<file path="src/rtl/bch63_pkg.sv">
// bch63_pkg: shared constants, GF(64) element type, FSM states and constant
// multipliers for the BCH(63,51) t=2 serial decoder.
package bch63_pkg;
  localparam int N = 63;
  localparam int K = 51;
  localparam int M = 6;
  localparam logic [M:0] PRIM = 7'b1000011;
  typedef logic [M-1:0] gf64_t;
  typedef enum logic [1:0] {ST_IDLE, ST_KEY, ST_CHIEN} state_t;
  // alpha^6 = alpha + 1, so the overflow bit folds back into the low bits
  function automatic gf64_t gf_mul_a(gf64_t x);
    return {x[M-2:0], 1'b0} ^ (x[M-1] ? PRIM[M-1:0] : gf64_t'(0));
  endfunction
  function automatic gf64_t gf_mul_a2(gf64_t x);
    return gf_mul_a(gf_mul_a(x));
  endfunction
  function automatic gf64_t gf_mul_a3(gf64_t x);
    return gf_mul_a(gf_mul_a2(x));
  endfunction
  function automatic gf64_t gf_sq(gf64_t x);
    gf64_t r;
    gf64_t p;
    r = '0;
    p = gf64_t'(1);
    for (int i = 0; i < M; i++) begin
      if (x[i]) r = r ^ p;
      p = gf_mul_a2(p);
    end
    return r;
  endfunction
endpackage

</file>
<file path="src/rtl/bch63_decoder_gf64_mul.sv">
// gf64_mul: combinational 6x6 multiplier over GF(64) modulo x^6+x+1.
module gf64_mul
  import bch63_pkg::*;
(
  input  logic [5:0] a,
  input  logic [5:0] b,
  output logic [5:0] p
);
  gf64_t acc;
  gf64_t sh;
  always_comb begin
    acc = '0;
    sh = a;
    for (int i = 0; i < M; i++) begin
      acc = acc ^ (b[i] ? sh : gf64_t'(0));
      sh = gf_mul_a(sh);
    end
    p = acc;
  end
endmodule

</file>
<file path="src/rtl/bch63_decoder.sv">
// bch63_decoder: serial BCH(63,51) t=2 decoder; Horner syndromes on input,
// one key-equation cycle, then a 63-cycle inversion-free Chien search on output.
module bch63_decoder
  import bch63_pkg::*;
(
  input  logic       clk,
  input  logic       reset,
  input  logic       din,
  input  logic       din_valid,
  output logic       din_ready,
  output logic       dout,
  output logic       dout_valid,
  output logic       dout_last,
  output logic [1:0] err_cnt,
  output logic       uncorr
);
  state_t state_q, state_d;
  logic [5:0] in_cnt_q, in_cnt_d, ch_cnt_q, ch_cnt_d;
  logic [N-1:0] in_buf_q, in_buf_d, out_buf_q, out_buf_d;
  gf64_t s1_q, s1_d, s3_q, s3_d, s1o_q, s1o_d, s3o_q, s3o_d;
  gf64_t t0_q, t0_d, t1_q, t1_d, t2_q, t2_d;
  logic full_q, full_d, en_q, en_d;
  logic [1:0] deg_q, deg_d, roots_q, roots_d, roots_fin;
  logic accept, xfer, hit, chien_end;
  gf64_t s1_sq, s1_cube_a, s1_cube_b;

  gf64_mul u_cube (.a(s1_sq), .b(s1o_q), .p(s1_cube_a));
  gf64_mul u_cmp  (.a(s1o_q), .b(s1_sq), .p(s1_cube_b));

  assign s1_sq = gf_sq(s1o_q);
  assign accept = din_valid && !full_q;
  assign chien_end = (state_q == ST_CHIEN) && (ch_cnt_q == 6'd62);
  assign xfer = full_q && ((state_q == ST_IDLE) || chien_end);
  // locator scaled by S1: S1 + S1^2 x + (S1^3+S3) x^2, evaluated at x = alpha^(1+ch_cnt)
  assign hit = en_q && ((t0_q ^ t1_q ^ t2_q) == '0);
  assign roots_fin = roots_q + {1'b0, hit};

  assign din_ready = !full_q;
  assign dout_valid = state_q == ST_CHIEN;
  assign dout = dout_valid && (out_buf_q[N-1] ^ hit);
  assign dout_last = chien_end;
  assign err_cnt = chien_end ? roots_fin : 2'd0;
  assign uncorr = chien_end && (((s1o_q == '0) && (s3o_q != '0)) || (roots_fin != deg_q));

  always_comb begin
    in_cnt_d = in_cnt_q;
    in_buf_d = in_buf_q;
    s1_d = s1_q;
    s3_d = s3_q;
    full_d = full_q;
    if (xfer) begin
      full_d = 1'b0;
      in_cnt_d = '0;
      s1_d = '0;
      s3_d = '0;
    end else if (accept) begin
      in_buf_d = {in_buf_q[N-2:0], din};
      s1_d = gf_mul_a(s1_q) ^ {5'd0, din};
      s3_d = gf_mul_a3(s3_q) ^ {5'd0, din};
      in_cnt_d = (in_cnt_q == 6'd62) ? in_cnt_q : in_cnt_q + 6'd1;
      full_d = in_cnt_q == 6'd62;
    end
  end

  always_comb begin
    state_d = state_q;
    ch_cnt_d = ch_cnt_q;
    out_buf_d = out_buf_q;
    s1o_d = s1o_q;
    s3o_d = s3o_q;
    t0_d = t0_q;
    t1_d = t1_q;
    t2_d = t2_q;
    en_d = en_q;
    deg_d = deg_q;
    roots_d = roots_q;
    case (state_q)
      ST_IDLE: state_d = xfer ? ST_KEY : ST_IDLE;
      ST_KEY: begin
        t0_d = s1o_q;
        t1_d = gf_mul_a(s1_sq);
        t2_d = gf_mul_a2(s1_cube_a ^ s3o_q);
        en_d = s1o_q != '0;
        deg_d = (s1o_q == '0) ? 2'd0 : (s3o_q == s1_cube_b) ? 2'd1 : 2'd2;
        roots_d = '0;
        ch_cnt_d = '0;
        state_d = ST_CHIEN;
      end
      ST_CHIEN: begin
        out_buf_d = {out_buf_q[N-2:0], 1'b0};
        t1_d = gf_mul_a(t1_q);
        t2_d = gf_mul_a2(t2_q);
        roots_d = roots_fin;
        ch_cnt_d = ch_cnt_q + 6'd1;
        state_d = chien_end ? (xfer ? ST_KEY : ST_IDLE) : ST_CHIEN;
      end
      default: state_d = ST_IDLE;
    endcase
    if (xfer) begin
      out_buf_d = in_buf_q;
      s1o_d = s1_q;
      s3o_d = s3_q;
    end
  end

  always_ff @(posedge clk) begin
    if (reset) begin
      state_q <= ST_IDLE;
      in_cnt_q <= '0;
      ch_cnt_q <= '0;
      in_buf_q <= '0;
      out_buf_q <= '0;
      s1_q <= '0;
      s3_q <= '0;
      s1o_q <= '0;
      s3o_q <= '0;
      t0_q <= '0;
      t1_q <= '0;
      t2_q <= '0;
      full_q <= 1'b0;
      en_q <= 1'b0;
      deg_q <= '0;
      roots_q <= '0;
    end else begin
      state_q <= state_d;
      in_cnt_q <= in_cnt_d;
      ch_cnt_q <= ch_cnt_d;
      in_buf_q <= in_buf_d;
      out_buf_q <= out_buf_d;
      s1_q <= s1_d;
      s3_q <= s3_d;
      s1o_q <= s1o_d;
      s3o_q <= s3o_d;
      t0_q <= t0_d;
      t1_q <= t1_d;
      t2_q <= t2_d;
      full_q <= full_d;
      en_q <= en_d;
      deg_q <= deg_d;
      roots_q <= roots_d;
    end
  end
endmodule

</file>
<file path="config.mk">
export PLATFORM = sky130hd
export DESIGN_NAME = bch63_decoder
export DESIGN_NICKNAME = d
export VERILOG_FILES = /design/src/rtl/bch63_pkg.sv /design/src/rtl/bch63_decoder_gf64_mul.sv /design/src/rtl/bch63_decoder.sv
export SDC_FILE = /design/constraint.sdc
export NUM_CORES = 1
export LEC_CHECK = 0
export ABC_AREA = 1
export CORE_ASPECT_RATIO = 1.75
export CORE_UTILIZATION = 65
export CTS_CLUSTER_SIZE = 30
export DETAILED_ROUTE_END_ITERATION = 8
export PLACE_DENSITY = 0.79
export SLEW_MARGIN = 20
export SYNTH_ARGS = -nofsm -noshare
export SYNTH_HDL_FRONTEND = slang
export SYNTH_SLANG_ARGS = --single-unit
</file>
<file path="constraint.sdc">
create_clock -name clk -period 3.7 [get_ports clk]
set_input_delay 0.37 -clock clk [delete_from_list [all_inputs] [get_ports clk]]
set_output_delay 0.37 -clock clk [all_outputs]
set_load 0.01 [all_outputs]
</file>
* Word-level counts from Yosys, hierarchy flattened
Index checks and enable logic that the tools add are counted. W data, S select, Z words.
Word-level totals: bits in registers 188, bits of input ports 4, word-level logic and storage cells 136, output and inout bits 7
Cells by class: bitwise operators 42, reduce and logical (&&, ||, !) cells 20, eq/ne operators 6, multiplexer cells 49, $add $sub $neg 3
Operators by type and width (count):
- $xor A6 B6 Y6 | 23
- $mux W63 | 2
- $mux W6 | 13
- $xor A6 B2 Y6 | 9
- $mux W2 | 24
- $pmux W6 S2 | 3
- $add A6 B1 Y6 const B | 2
- $eq A6 B6 Y1 const B | 2
- $logic_not A6 Y1 | 2
- $reduce_bool A6 Y1 | 2
- $xor A6 B1 Y6 | 2
- $logic_and A1 B1 Y1 | 7
- $eq A6 B6 Y1 | 1
- $pmux W2 S3 | 1
- $mux W5 | 1
- $mux W4 | 1
- $not A2 Y2 | 2
- $pmux W2 S2 | 1
- $reduce_and A2 Y1 | 2
- $reduce_bool A2 Y1 | 2
- $mux W3 | 1
- $add A2 B1 Y2 | 1
- $eq A2 B1 Y1 const B | 1
- $eq A2 B2 Y1 const B | 1
- 10 further kinds | 14

* Logic depth before layout (Yosys ltp)
Gate-level depths: netlist (run 1).
depth after elaboration 25, mapped depth 17, gate-level depth less buffers 17

* By module
From an unflattened synthesis (run 1), not the netlist that was laid out.
Unflattened totals: cells, all modules 1641, area, all modules 10372.4 um2
By module, submodules not included:
- bch63_decoder | sequential area each 3763.6 um2, instances 1, cells each 1305, area each 8718.4 um2
- gf64_mul | sequential area each 0.0 um2, instances 2, cells each 168, area each 827.0 um2

* Least setup slack after synthesis (run 1)
No wires, ideal clock.
path type register to output, from register t1_q[5], to output uncorr, data required time 3.330 ns, path buffers 0, arrival 1.835 ns, slack 1.495 ns, stages on the path, launching flop included 11, path through dfxtp_1 -> xnor2_1 -> or2_2 -> nand4_1 -> nor3_1 -> and2_1 -> ha_1 -> or2_2 -> nand2_1 -> nand2_1 -> a41oi_1
Between the ends: longest elaborated chain between the ends 8
Ends and longest elaborated chain:
- start: declaration | line bch63_decoder.sv:21 | gf64_t t0_q, t0_d, t1_q, t1_d, t2_q, t2_d;
- start signal: assignment | line bch63_decoder.sv:135 | t1_q <= t1_d;
- $xor A6 B6 Y6 (2 in a row) | line bch63_decoder.sv:35 | assign hit = en_q && ((t0_q ^ t1_q ^ t2_q) == '0);
- $logic_not A6 Y1 | line bch63_decoder.sv:35
- $logic_and A1 B1 Y1 | line bch63_decoder.sv:35
- $add A2 B1 Y2 | line bch63_decoder.sv:36 | assign roots_fin = roots_q + {1'b0, hit};
- $ne A2 B2 Y1 | line bch63_decoder.sv:43 | assign uncorr = chien_end && (((s1o_q == '0) && (s3o_q != '0)) || (roots_fin != deg_q));
- $logic_or A1 B1 Y1 | line bch63_decoder.sv:43
- $logic_and A1 B1 Y1 | line bch63_decoder.sv:43
- end: declaration | line bch63_decoder.sv:15 | output logic uncorr
No other way between the ends.

* Worst setup path in the final report (run 1)
from register t1_q[0], to output uncorr
The elaborated chain is that of the path after synthesis.

==> flow_summary.json, run 1 <==
{
  "reg2regPathDepth": 10,
  "ys.flop_type": "dfxtp_1",
  "vias": 7190,
  "grt_use_met2_pct": 49.8,
  "peakVddDrop_mv": 0.342,
  "use_met1_pct": 29.0,
  "viasPerCell": 5.63,
  "fin_nets": 1125,
  "final_max_slew_viol_count": 0,
  "clock_latency_ns": 0.43,
  "synth_edf_count": 0,
  "met3_usage_pct": 4.03,
  "arrival_ns": 2.91,
  "yosys.cell_types.count": 42,
  "cts.sinks": 188,
  "n_antenna_cell": 0,
  "holdWs_ns": 0.458,
  "drtAntennaViolNets": 0,
  "cts_buffers": 17,
  "drc": 0,
  "p_per_area_nw_per_um2": 427,
  "synthAdderAreaFrac_pct": 4.21,
  "gp_congestion": 0.929,
  "cp_top_family": "simple AND/OR/NAND/NOR gates",
  "num-fill-cells": 1071,
  "dpl.cell_count": 1246,
  "yosys_warnings": 0,
  "clockRootBuffer": "clkbuf_16",
  "synth_compound_area_share_pct": 17.2,
  "synthXorXnorAreaFrac_pct": 4.57,
  "dieWidth_um": 90.5,
  "yosysSeqAreaShare_pct": 42.3,
  "drv_cap": 0,
  "htree_levels": 4,
  "routed_wl_um": 18600,
  "path_cells": "xnor2_1, xor2_1, o211ai_1, nor2_1, and2_1, ha_1, or2_2, nand2_1, or2_2, a41oi_1, clkdlybuf4s50_1",
  "area_growth_pct": 8.12,
  "synth_top_family_by_area": "compound AO/OA/AOI/OAI gates",
  "startpoint_type": "register",
  "total_power_mw": 4.11,
  "synthMuxAreaShare_pct": 6.86,
  "grt_max_degree": 102,
  "final-hold-violation-count": 0,
  "hold_class": "register to register",
  "layout_min_cycle_time_ns": 3.28,
  "cts_resized": 0,
  "reg2reg_to": "t2_q[0]",
  "rsz0062_at_grt": "no",
  "ys_seq_elements": 188,
  "status": "finished clean",
  "fin_ws_ns": 0.419,
  "crit_fanout": 3,
  "reg2reg_from": "s1o_q[0]",
  "hpwl_um": 12400,
  "skew_ns": 0.0139,
  "stdcell_area_um2": 9630,
  "io_buffers": 10,
  "final_core_util_pct": 72.0,
  "critPathMaxStageDelay_ns": 0.56,
  "grt_pass1_wl_um": 31100,
  "synthArstFlopShare_pct": 0,
  "crit_type": "register to primary output",
  "die_area_um2": 14200,
  "pre_cts_ws_ns": 0.864,
  "required_ns": 3.33,
  "yosys.area_share.simple_pct": 15.7,
  "top_usage_layer": "met2",
  "clockBufferDepth": 2,
  "cp-startpoint": "t1_q[0]",
  "postCtsHoldBufs": 0,
  "setup_total_negative_slack_ns": 0,
  "post_cts_buffers": 0,
  "relSlewSlack_pct": 40.1,
  "crit_top_cell": "or2_2",
  "syn-cell-area_um2": 8910,
  "fp.coreArea_um2": 13400,
  "critPathSlowestCell": "clkdlybuf4s50_1",
  "ff2ff_setup_slack_ns": 1.02,
  "placed_cell_area_um2": 9030,
  "syn_inst": 1111,
  "track_usage_pct": 27.1,
  "p_leak_nw": 3.66,
  "grt_pass1_vias": 6979,
  "drtIter0Drc": 324,
  "post-route-period-util_pct": 88.7,
  "path_depth": 11,
  "path_buf_inv": 1,
  "cts_tree": "done",
  "core.rowCount": 56,
  "wl_per_cell_um": 14.6,
  "drt_first_pass_iters": 5,
  "cts.clk_slew.worst_paths_ns": 0.08,
  "die_y_um": 157,
  "ioPinCount": 11,
  "clock.fmax_mhz": 305,
  "reg_top3": "in_buf_q (63), out_buf_q (63)",
  "drive_above_1_share_pct": 7.25,
  "syn_nets": 1145,
  "start_util_pct": 66.5,
  "antenna_found_initial": 0,
  "syn_avg_cell_area_um2": 8.02,
  "overflow": 0,
  "finalSetupViolCount": 0,
  "fin_cells": 1278,
  "worst_pin_slew_ns": 0.899,
  "end_kind": "primary output",
  "crit_path_end": "uncorr"
}
==> cell families after synthesis <==
family	count (synthesis)
buf+inv	193
compound gates	266
mux	61
xor+xnor	43
fa+ha+maj	30
flops	188
simple gates	330
==> final cells by class <==
type	count	area, um2	area share, %
Clock buffer	18	429	4.46
Clock inverter	14	171	1.78
Inverter	134	505	5.25
Multi-Input combinational cell	730	4340	45.1
Sequential cell	188	3760	39.1
Tap cell	174	218	2.26
Timing Repair Buffer	20	200	2.08
==> layout by cell type (no fill, tap or decap), types with 29 or more instances in the layout <==
cell,n
nand3_1,57
o21ai_0,108
o22ai_1,41
inv_1,123
nand2_1,161
dfxtp_1,188
a21oi_1,82
mux2i_1,61
ha_1,29
nor2_1,81
==> report_power, final <==
| group | internal, mW | total [mW] | switching (mW) |
|---|---|---|---|
| Combinational | 0.0509 | 0.166 | 0.115 |
| Sequential | 2.07 | 2.10 | 0.0296 |
| Clock | 0.970 | 1.84 | 0.867 |
==> layer usage <==
metal / vias to the layer above / routed length, um / share of wire [%]
met5: - / 0 / 0
li1: 3639 / - / -
met4: 0 / 892 / 4.8
met2: 147 / 9720 / 52
met3: 60 / 540 / 2.9
met1: 3344 / 7480 / 40
==> how the worst min path moves through the flow <==
stage | startpoint | to | slack, ns | cells past startpoint
2_1_floorplan | ch_cnt_q[3] | ch_cnt_q[3] | 0.44 | 2
3_3_place_gp | s3_q[1] | s3_q[4] | 0.46 | 2
3_5_place_dp | in_buf_q[43] | in_buf_q[44] | 0.46 | 2
4_1_cts | in_buf_q[42] | in_buf_q[43] | 0.46 | 2
5_1_grt | in_buf_q[42] | in_buf_q[43] | 0.49 | 2
6_report | in_buf_q[42] | in_buf_q[43] | 0.46 | 2
==> synth_stat cells (4+ instances only) <==
cell type | count | area [um2]
xnor2_1 | 14 | 123
ha_1 | 30 | 375
a21oi_1 | 82 | 410
nand2_2 | 6 | 37.5
nand3_1 | 57 | 285
nand3b_1 | 7 | 52.6
inv_2 | 6 | 22.5
nand4_1 | 4 | 25.0
nand2_1 | 161 | 604
o22ai_2 | 10 | 125
o21ai_0 | 108 | 541
or2_2 | 4 | 25.0
dfxtp_1 | 188 | 3760
buf_4 | 4 | 30.0
o22ai_1 | 41 | 257
o211ai_1 | 4 | 30.0
buf_6 | 7 | 78.8
buf_2 | 21 | 105
inv_1 | 124 | 465
mux2i_1 | 61 | 611
xor2_1 | 25 | 219
a221oi_1 | 7 | 61.3
nor2_1 | 82 | 308
clkbuf_1 | 27 | 101
a31oi_1 | 5 | 31.3
xor2_2 | 4 | 65.1
==> worst reg2reg max path, cell delays in order (launching register included) <==
cell	delay, ns
dfxtp_1	0.46
inv_1	0.25
ha_1	0.44
inv_1	0.09
ha_1	0.36
nand2_1	0.14
xor2_2	0.15
xor2_1	0.26
xor2_1	0.21
nand2_1	0.11
a31oi_1	0.13
(Power assumes the default switching activity.)
==> run 2, diff against run 1 <==
ABC_AREA = default   (was 1)
==> flow_summary.json, run 2 <==
{
  "core.rowCount": 55,
  "clockRootBuffer": "clkbuf_16",
  "num-fill-cells": 1003,
  "die_area_um2": 13900,
  "path_buf_inv": 1,
  "fin_cells": 1164,
  "io_buffers": 10,
  "cts.sinks": 188,
  "fp.coreArea_um2": 13000,
  "ff2ff_setup_slack_ns": 0.99,
  "setup_total_negative_slack_ns": 0,
  "cts.clk_slew.worst_paths_ns": 0.07,
  "clock_latency_ns": 0.43,
  "routed_wl_um": 16700,
  "yosys.area.top_type": "dfxtp_1",
  "track_usage_pct": 25.3,
  "vias": 6620,
  "critPathSlowestCell": "clkdlybuf4s50_1",
  "internal_power_mw": 2.98,
  "peakVddDrop_mv": 0.349,
  "yosys_warnings": 0,
  "p_sw_mw": 0.933,
  "drtAntennaViolNets": 0,
  "status": "finished clean",
  "end_kind": "primary output",
  "worstHoldStart": "in_buf_q[26]",
  "syn_nets": 1046,
  "post_cts_buffers": 0,
  "cp_top_family": "XOR/XNOR gates",
  "grt_max_degree": 100,
  "total_power_mw": 3.91,
  "gp_congestion": 0.832,
  "p_clk_share_pct": 45.5,
  "reg2reg_to": "t2_q[1]",
  "final_core_util_pct": 72.7,
  "reg2regPathDepth": 9,
  "synth_edf_count": 0,
  "ys_seq_elements": 188,
  "start_util_pct": 67.3,
  "min_to": "in_buf_q[27]",
  "required_ns": 3.33,
  "reg_top3": "in_buf_q (63), out_buf_q (63)",
  "antenna_found_initial": 0,
  "rsz0062_at_grt": "no",
  "path_depth": 9,
  "dpl.cell_count": 1132,
  "grt_pass1_vias": 6516,
  "dieWidth_um": 89.7,
  "holdPathStages": 2,
  "synth_top_area_share_pct": 43.0,
  "clockBufferDepth": 2,
  "post-route-period-util_pct": 91.0,
  "arrival_ns": 3.00,
  "drc": 0,
  "final_max_slew_viol_count": 0,
  "wl_per_cell_um": 14.4,
  "yosys.cell_types.count": 45,
  "drv_cap": 0,
  "clock.fmax_mhz": 297,
  "crit_fanout": 4,
  "postCtsHoldBufs": 0,
  "path_cells": "xor2_1, xnor2_1, nand4_1, nor4_2, ha_1, xor2_1, xnor2_1, a31oi_1, clkdlybuf4s50_1",
  "grt_pass1_wl_um": 28900,
  "syn_avg_cell_area_um2": 8.65,
  "p_per_area_nw_per_um2": 413,
  "syn-cell-area_um2": 8750,
  "finalSetupViolCount": 0,
  "synth.area.top_cells": "dfxtp_1 (43%), mux2i_1 (9.0%), nand2_1 (8.2%), a211oi_1 (6.7%), xnor2_1 (6.4%)",
  "fin_nets": 1014,
  "final_cell_mix": "nand2_1 (191), dfxtp_1 (188), nor2_1 (115)",
  "seqPwrFrac_pct": 52.2,
  "holdWs_ns": 0.464,
  "pwr-share-comb_pct": 2.3,
  "htree_levels": 4,
  "skew_ns": 0.0124,
  "final-hold-violation-count": 0,
  "viasPerCell": 5.69,
  "die_y_um": 155,
  "ys.flop_type": "dfxtp_1",
  "relSlewSlack_pct": 38.6,
  "n_antenna_cell": 0,
  "layout_min_cycle_time_ns": 3.37,
  "overflow": 0,
  "synthArstFlopShare_pct": 0,
  "p_leak_nw": 3.27,
  "cts_resized": 0,
  "reg2reg_from": "s1o_q[3]",
  "cts_buffers": 17,
  "synth_most_common_cell": "nand2_1",
  "syn_inst": 1012,
  "area_growth_pct": 8.12,
  "drtIter0Drc": 293,
  "crit_type": "register to primary output",
  "cts_tree": "done",
  "netSwitchingFraction_pct": 23.9,
  "worst_pin_slew_ns": 0.920,
  "layout_commonest_cell": "nand2_1",
  "ioPinCount": 11,
  "startpoint_type": "register",
  "drt_first_pass_iters": 5,
  "hpwl_um": 10500,
  "drive_above_1_share_pct": 5.64,
  "synthTopCellsByCount": "nand2_1 (192), dfxtp_1 (188), nor2_1 (115)",
  "yosysSeqAreaShare_pct": 43.0,
  "critPathMaxStageDelay_ns": 0.55,
  "hold_class": "register to register"
}
## run 2: cells by family after synthesis
logic type,Yosys count,synth area share (%)
simple gates,350,16.3
compound gates,189,13.5
flops,188,43.0
xor+xnor,88,9.31
buf+inv,88,4.52
mux,79,9.04
fa+ha+maj,30,4.29
## run 2: power by group through the flow
stage / registers [mW] / clock network (mW) / logic [mW]
2_1_floorplan: 2.09 / 0 / 0.0704
5_1_grt: 2.04 / 1.89 / 0.0992
6_report: 2.04 / 1.78 / 0.0893
3_3_place_gp: 2.09 / 0 / 0.0884
3_5_place_dp: 2.09 / 0 / 0.0896
4_1_cts: 2.04 / 1.81 / 0.0906
## run 2: tightest hold or removal path: cells and delay by family, from the launching register on
family           cells  cell delay [ns]
flip-flops           1             0.32
AND/OR/NAND/NOR      1             0.05
AO/OA/AOI/OAI        1             0.05
## run 2: final cells by class
class	count	area, um2	share of cell area, %
multi-input combinational	736	4620	48.9
inverter	15	56.3	0.595
clock inverter	13	146	1.55
sequential	188	3760	39.8
clock buffer	19	443	4.68
timing repair buffer	22	213	2.25
tap	171	214	2.26
## run 2: metal layers
layer / up-vias / part of all wire (%) / track usage (%)
met3: 31 / 1.9 / 3.67
met2: 85 / 53 / 46.8
met5: - / 0 / 0
met4: 0 / 3.1 / 13.6
li1: 3346 / - / -
met1: 3158 / 42 / 27.5
## run 2: through the flow
stage                     setup WS (ns)  area, um2
after floorplan                    1.21       8750
after global placement            0.895       8870
after detailed placement          0.767       8870
after CTS                         0.312       9460
after global routing              0.132       9460
final                             0.332       9460
## run 2: how the worst max path moves through the flow
stage | start | slack (ns) | endpoint
after floorplan | s1o_q[1] | 1.21 | t2_q[2]
after global placement | t1_q[0] | 0.90 | uncorr
after detailed placement | t1_q[5] | 0.77 | uncorr
after CTS | t1_q[5] | 0.31 | uncorr
after global routing | t1_q[5] | 0.13 | uncorr
final | t1_q[5] | 0.33 | uncorr
